$ cat src/rtl/rns_pkg.sv
// rtl/rns_pkg.sv - shared defaults, state type and radix helpers for the RNS front end
package rns_pkg;

  localparam int MODULUS_DEF = 47;
  localparam int DW_DEF      = 6;

  typedef enum logic [1:0] {IDLE, ACCUM, DONE} horner_state_t;

  function automatic int const_radix_mod(input int m, input int dw);
    return (1 << dw) % m;
  endfunction

  // A single conditional subtract only reduces correctly while the radix stays below 2*M.
  function automatic bit radix_ok(input int m, input int dw);
    return ((1 << dw) < 2 * m) && (m >= 2);
  endfunction

endpackage

$ cat src/rtl/mod_const_mul.sv
// rtl/mod_const_mul.sv - constant multiply modulo MODULUS as a lookup table
module mod_const_mul #(
  parameter int MODULUS = 47,
  parameter int DW      = 6,
  parameter int K       = 17
) (
  input  logic [DW-1:0] a,
  output logic [DW-1:0] y
);

  typedef logic [2**DW-1:0][DW-1:0] lut_t;

  // Every index is filled, including a >= MODULUS, so the table is total.
  function automatic lut_t build_lut();
    lut_t t;
    for (int i = 0; i < 2**DW; i++) begin
      t[i] = DW'((i * K) % MODULUS);
    end
    return t;
  endfunction

  localparam lut_t LUT = build_lut();

  assign y = LUT[a];

endmodule

$ cat src/rtl/rns_horner_mod_ctrl.sv
// rtl/rns_horner_mod_ctrl.sv - Horner residue sequencer, one MSB-first digit per cycle
import rns_pkg::*;

module rns_horner_mod_ctrl #(
  parameter int MODULUS    = MODULUS_DEF,
  parameter int DW         = DW_DEF,
  parameter int K          = const_radix_mod(MODULUS, DW),
  parameter int MAX_DIGITS = 32,
  parameter int CW         = 6
) (
  input  logic          clk,
  input  logic          rst,
  input  logic [DW-1:0] din,
  input  logic          din_last,
  input  logic          din_valid,
  output logic          din_ready,
  output logic [DW-1:0] res,
  output logic          res_err,
  output logic [CW-1:0] res_ndig,
  output logic          res_valid,
  input  logic          res_ready
);

  if (!radix_ok(MODULUS, DW)) begin : g_bad_radix
    $error("rns_horner_mod_ctrl: radix 2**DW must be below 2*MODULUS");
  end
  if (MAX_DIGITS >= (1 << CW) || MAX_DIGITS < 1) begin : g_bad_cw
    $error("rns_horner_mod_ctrl: CW cannot hold MAX_DIGITS");
  end

  localparam logic [DW-1:0] M_W   = DW'(MODULUS);
  localparam logic [CW-1:0] MAX_W = CW'(MAX_DIGITS);

  horner_state_t state_q, state_d;
  logic [DW-1:0] acc_q, acc_d;
  logic [DW-1:0] res_q, res_d;
  logic          err_q, err_d;
  logic [CW-1:0] cnt_q, cnt_d;
  logic [CW-1:0] ndig_q, ndig_d;

  logic [DW-1:0] dr, acc_eff, p, acc_next;
  logic [DW:0]   s;
  logic [CW-1:0] cnt_inc;
  logic          accept, term;

  mod_const_mul #(.MODULUS(MODULUS), .DW(DW), .K(K)) u_mul (
    .a (acc_eff),
    .y (p)
  );

  assign dr       = (din >= M_W) ? din - M_W : din;
  assign acc_eff  = (state_q == ACCUM) ? acc_q : '0;
  assign s        = {1'b0, p} + {1'b0, dr};
  assign acc_next = (s >= {1'b0, M_W}) ? DW'(s - {1'b0, M_W}) : s[DW-1:0];
  assign cnt_inc  = cnt_q + CW'(1);
  assign accept   = din_valid & din_ready;
  assign term     = din_last | (cnt_inc == MAX_W);

  always_ff @(posedge clk) begin
    if (rst) begin
      state_q <= IDLE;
      acc_q   <= '0;
      cnt_q   <= '0;
      res_q   <= '0;
      err_q   <= 1'b0;
      ndig_q  <= '0;
    end else begin
      state_q <= state_d;
      acc_q   <= acc_d;
      cnt_q   <= cnt_d;
      res_q   <= res_d;
      err_q   <= err_d;
      ndig_q  <= ndig_d;
    end
  end

  // IDLE and ACCUM share one path: cnt is 0 and acc_eff is 0 whenever IDLE.
  always_comb begin
    state_d = state_q;
    acc_d   = acc_q;
    cnt_d   = cnt_q;
    res_d   = res_q;
    err_d   = err_q;
    ndig_d  = ndig_q;
    case (state_q)
      IDLE, ACCUM: begin
        if (accept) begin
          acc_d = acc_next;
          cnt_d = cnt_inc;
          if (term) begin
            state_d = DONE;
            res_d   = acc_next;
            ndig_d  = cnt_inc;
            err_d   = ~din_last;
          end else begin
            state_d = ACCUM;
          end
        end
      end
      DONE: begin
        if (res_ready) begin
          state_d = IDLE;
          acc_d   = '0;
          cnt_d   = '0;
        end
      end
      default: begin
        state_d = IDLE;
        acc_d   = '0;
        cnt_d   = '0;
      end
    endcase
  end

  always_comb begin
    din_ready = (state_q != DONE);
    res_valid = (state_q == DONE);
    res       = res_q;
    res_err   = err_q;
    res_ndig  = ndig_q;
  end

endmodule
$ cat config.mk
export PLATFORM = sky130hd
export DESIGN_NAME = rns_horner_mod_ctrl
export DESIGN_NICKNAME = d
export VERILOG_FILES = /design/src/rtl/rns_pkg.sv /design/src/rtl/mod_const_mul.sv /design/src/rtl/rns_horner_mod_ctrl.sv
export SDC_FILE = /design/constraint.sdc
export NUM_CORES = 1
export LEC_CHECK = 0
export ABC_AREA = 1
export CORE_UTILIZATION = 60
export CTS_CLUSTER_SIZE = 40
export DETAILED_ROUTE_END_ITERATION = 10
export PLACE_DENSITY = 0.84
export SLEW_MARGIN = 15
export SYNTH_ARGS = -nofsm -noshare
export SYNTH_HDL_FRONTEND = slang
export SYNTH_SLANG_ARGS = --single-unit
$ cat constraint.sdc
create_clock -name clk -period 5.45 [get_ports clk]
set_input_delay 0.8175 -clock clk [delete_from_list [all_inputs] [get_ports clk]]
set_output_delay 0.8175 -clock clk [all_outputs]
set_load 0.005 [all_outputs]
* Word level (Yosys, flattened, before mapping) *
Memories as Yosys holds them, arrays and structs flattened.
Index checks and enable logic that the tools add are counted.

word-level totals
  bits in registers = 27
  bits in read-only memories = 384
  input bits = 11
  output and inout port bits = 15
  word-level logic and storage cells = 40
  memories kept = 1

operators by class
  add/sub/neg operators = 4
  order comparisons = 3
  equal/unequal tests = 6
  mux-type cells = 13
  bitwise operators = 3
  reductions and logical operators = 4

memory list
  name              depth  bits a word  rd ports  clocked after Yosys merged registers in  write ports  line                 source
  (name not given)  64     6            1         0                                        0            mod_const_mul.sv:24  assign y = LUT[a];

operator list
  operator               number
  $mux W6                7
  $pmux W6 S2            2
  $sub A6 B6 Y6 const B  2
  $add A6 B6 Y7          1
  $ge A7 B6 Y1 const B   1
  $lt A6 B7 Y1 const B   1
  $add A6 B1 Y6 const B  1
  $eq A6 B6 Y1 const B   1
  $ge A6 B6 Y1 const B   1
  $mux W2                3
  $ne A2 B2 Y1 const B   2
  $pmux W2 S2            1
  $reduce_and A3 Y1      1
  $eq A2 B1 Y1 const B   1
  $eq A2 B2 Y1 const B   1
  $logic_not A2 Y1       1
  $ne A2 B1 Y1 const B   1
  $reduce_and A2 Y1      1
  $reduce_or A2 Y1       1
  $and A1 B1 Y1          1
  $not A1 Y1             1
  $or A1 B1 Y1           1

* Logic depth before layout (Yosys ltp) *
  word-level depth = 9
  depth in mapped cells = 29
  gate-level depth less buffers = 29

* Hierarchy *
Synthesis repeated with hierarchy kept, for this count alone.

second synthesis, totals
  cell total of the unflattened synthesis = 422
  area total of the unflattened synthesis = 2516.2 sq um

modules (own cells, without submodules)
  module               times used  cells an instance  area an instance (sq um)  seq. area each (sq um)
  rns_horner_mod_ctrl  1           274                1766.7                    540.5
  mod_const_mul        1           148                749.5                     0.0

* Worst setup path before layout *
OpenSTA, ideal clock, no wires.

  path type = flip-flop to flip-flop
  start point = reg state_q[1]
  end point = reg res_q[5] (netlist: res[5])
  library setup time = 0.115 ns
  arrival = 3.368 ns
  required time = 5.335 ns
  setup slack = 1.967 ns
  cell stages (with the launch flop) = 27
  path buffers = 0
  period minus slack after synthesis = 3.483 ns
  path through = dfxtp_1 inv_2 nand2_1 nor2_1 inv_1 ha_1 inv_1 nand2_1 o21ai_1 nand2_1 nand3_1 nand3_1 nand2_1 inv_1 ha_1 fa_1 ha_1 inv_1 a21oi_1 nand3_1 nand2_1 nand2_1 nand2_2 nand2_1 nand2_1 o21ai_0 inv_1

on the way
  longest elaborated chain between the ends = 7
  elaborated cells between the ends (all ways) = 13
  classes of those cells = 2 x add/sub; 1 x order compare; 2 x eq/ne; 3 x mux; 1 x bitwise; 3 x reduce/logical; 1 x memory

ends and longest elaborated chain
  item                                           line                                                  source
  start, declared                                rns_horner_mod_ctrl.sv:34                             horner_state_t state_q, state_d;
  start signal, assigned                         rns_horner_mod_ctrl.sv:68                             state_q <= state_d;
  $eq A2 B1 Y1                                   rns_horner_mod_ctrl.sv:52, rns_horner_mod_ctrl.sv:85
  $mux W6                                        rns_horner_mod_ctrl.sv:52                             assign acc_eff = (state_q == ACCUM) ? acc_q : '0;
  $mem_v2 Z64 W6                                 n/a
  $mux W6 (not written as such)                  mod_const_mul.sv:24
  $add A6 B6 Y7                                  rns_horner_mod_ctrl.sv:53                             assign s = {1'b0, p} + {1'b0, dr};
  $sub A6 B6 Y6 or $ge A7 B6 Y1 (tied branches)  rns_horner_mod_ctrl.sv:54                             assign acc_next = (s >= {1'b0, M_W}) ? DW'(s - {1'b0, M_W}) : s[DW-1:0];
  $mux W6                                        rns_horner_mod_ctrl.sv:54
  end signal, assigned                           rns_horner_mod_ctrl.sv:71                             res_q <= res_d;
  end, declared                                  rns_horner_mod_ctrl.sv:36                             logic [DW-1:0] res_q, res_d;

Parallel ways exist; a longest one is shown, timed or not. The select of a mux whose other input is x is not followed.
A chain may end at the register's enable or synchronous reset.

* Worst setup path after layout *
  start point = reg state_q[1]
  end point = reg res_q[1] (netlist: res[1])

The elaborated chain is that of the path after synthesis.

==> flow_summary.toml <==
[status]
status = "finished, final reports clean"

[worst_hold_path]
min_path_cells = 2
holdCritPathClass = "register to register"

[layout]
final_area_sq_um = 2648
fin_cells = 448
finalNetCount = 430
nFillCells = 327
regArea_sq_um = 540.5
final_util_pct = 71.25
drive_above_1_share_pct = 6.250
syn2layout_area_growth_pct = 12.55
diodes = 0
multiInputGateArea_sq_um = 1564

[clocking]
cts.sinks = 27
worstSkewPairLatency_ns = 0.27
cts_tree = "done"
root_buffer = "clkbuf_8"
cts_buffer_depth = 2
cts_buffers = 3
cts.clk_slew.worst_paths_ns = 0.09
post-cts-setup-buffer-count = 0
ctsResizeCount = 0
hold_buffers = 0
htreeDepth = 1

[routing]
via_per_inst = 5.565
drt_first_pass_iters = 5
drtIter0Drc = 169
wl_per_cell_um = 11.78
wl_mm = 5.277
vias = 2493
ant_nets = 0
post-route-drc-count = 0

[floorplanning]
dieArea_sq_um = 4175
boundaryPins = 26
die_h_um = 64.62
die_w_um = 64.62
start_util_pct = 63.30
num_rows = 22
core-area_sq_um = 3716

[synth]
syn-num-nets = 411
synth_edf_count = 0
yosysWarnings = 0
async_flop_share_pct = 0
synth_cell_types = 33
synth_largest_area_cell = "dfxtp_1"
syn_avg_cell_area_sq_um = 6.158
synth-seq-cells = 27
ys_seq_area_share_pct = 22.98
synthFlopType = "dfxtp_1"
synth.top_cell.area_share_pct = 22.98
synth_area_sq_um = 2352
yosys-top-cells-area = "dfxtp_1, nand2_1, ha_1, inv_1, a21oi_1"
netlist_instances = 382

[placement]
pre_cts_ws_ns = 1.180
place_inst = 444
placed_area_sq_um = 2603
dp_hpwl_mm = 4.089
portBuffers = 25
gp_congestion = 0.8995

[setup_path]
crit_arrival_ns = 4.40
crit_top_cell = "nand2_1"
rr_worst_depth = 28
critical_path_buf_inv_count = 6
critPathMaxFanout = 7
critPathRequiredTime_ns = 5.67
crit_path_end_kind = "register"
path_class = "register to register"
critical-path-top-delay-family = "simple AND/OR/NAND/NOR gates"
cpMaxStageDelayCell = "fa_1"
critPathMaxStageDelay_ns = 0.55
start_kind = "register"
path_depth = 28

[timing]
clock_skew_ns = 0.003461
rsz0062_at_grt = "no"
fmax_mhz = 239.4
finalCritPeriodShare_pct = 76.65
slew_viol_final = 0
fin_crit_ns = 4.177
hold_ws_ns = 0.4687
maxSlewHeadroom_pct = 46.74
finalSetupViolations = 0
tightest_slew_ns = 0.7964
finalHoldViolCount = 0
worst_slack_ns = 1.273
tns_ns = 0

[grt]
grt_max_degree = 22
grt_pass1_wl_mm = 9.404
grt_use_total_pct = 27.46
antenna_found_initial = 0
overflow = 0
grt_pass1_vias = 2338

[power_and_ir_drop]
ir_worst_vdd_mv = 0.1917
total_power_uw = 560.7
leakage_nw = 1.282
p_per_area_nw_per_um2 = 211.8

[flow_run]
drv_cap = 0
## logic make-up after synthesis
kind of cell	synth area share (%)
flops	22.98
fa+ha+maj	9.893
buf+inv	10.53
compound gates	18.99
simple gates	34.15
xor+xnor	2.978
mux	0.4787
## state kept, by name, summed over array words and instances, names as in the netlist
register / cells
state_q: 2
cnt_q: 6
res_ndig: 6
acc_q: 6
res: 6
res_err: 1
## power breakdown
part / switching (mW) / total (mW) / internal (mW)
Clock: 0.0579 / 0.110 / 0.0523
Sequential: 0.0131 / 0.229 / 0.216
Combinational: 0.131 / 0.221 / 0.0901
## final timing paths
path | startpoint | endpoint | slack [ns]
setup / recovery | state_q[1] | res[1] | 1.27
hold / removal | acc_q[4] | acc_q[4] | 0.47
setup reg to reg | state_q[1] | res[1] | 1.27
hold reg to reg | acc_q[4] | acc_q[4] | 0.47
## placed cells by master (no fill, tap or decap), drive strengths merged
| cell | instances |
|---|---|
| mux2 | 1 |
| nor3 | 1 |
| a31oi | 1 |
| nand4 | 3 |
| xor2 | 4 |
| o22ai | 1 |
| o2bb2ai | 1 |
| or2 | 3 |
| clkbuf | 4 |
| nor2 | 31 |
| dfxtp | 27 |
| inv | 50 |
| a211oi | 1 |
| fa | 1 |
| nand3b | 6 |
| o21ai | 35 |
| a21oi | 35 |
| nand2 | 115 |
| o211ai | 6 |
| xnor2 | 4 |
| clkdlybuf4s50 | 25 |
| nand3 | 27 |
| ha | 17 |
| o31ai | 1 |
## area by class of cell
cell class,instances,share of cell area [%]
multi-input combinational,294,59.07
clock buffer,4,1.701
inverter,50,7.089
sequential,27,20.42
tap,48,2.268
timing repair buffer,25,9.452
## Yosys cell counts (2+ instances only)
cell        n
o21ai_1     9
nor2_2      5
o21ai_0    24
nand3_1    27
inv_1      46
nand2_1   111
nor2_1     25
xor2_1      4
nand3b_1    6
xnor2_1     4
ha_1       17
nand2_2     4
buf_6       2
clkbuf_1    6
o21ai_2     2
a21oi_1    33
or2_2       2
a21oi_2     2
inv_2       4
o211ai_1    6
dfxtp_1    27
buf_2       3
nand4_1     3
## worst min-delay path: stages, from the launching register on
cell and delay (ns):
dfxtp_1 0.32, nand2_1 0.06, a21oi_1 0.05
## metal layers
layer  up-vias  global-route usage, %  share of wire (%)
met5         -                      0                  0
met4         0                  8.333                1.3
met3        11                  3.345                2.9
met2        66                  51.97                 51
met1      1139                  31.68                 45
li1       1277                      -                  -
(Power assumes the default switching activity.)
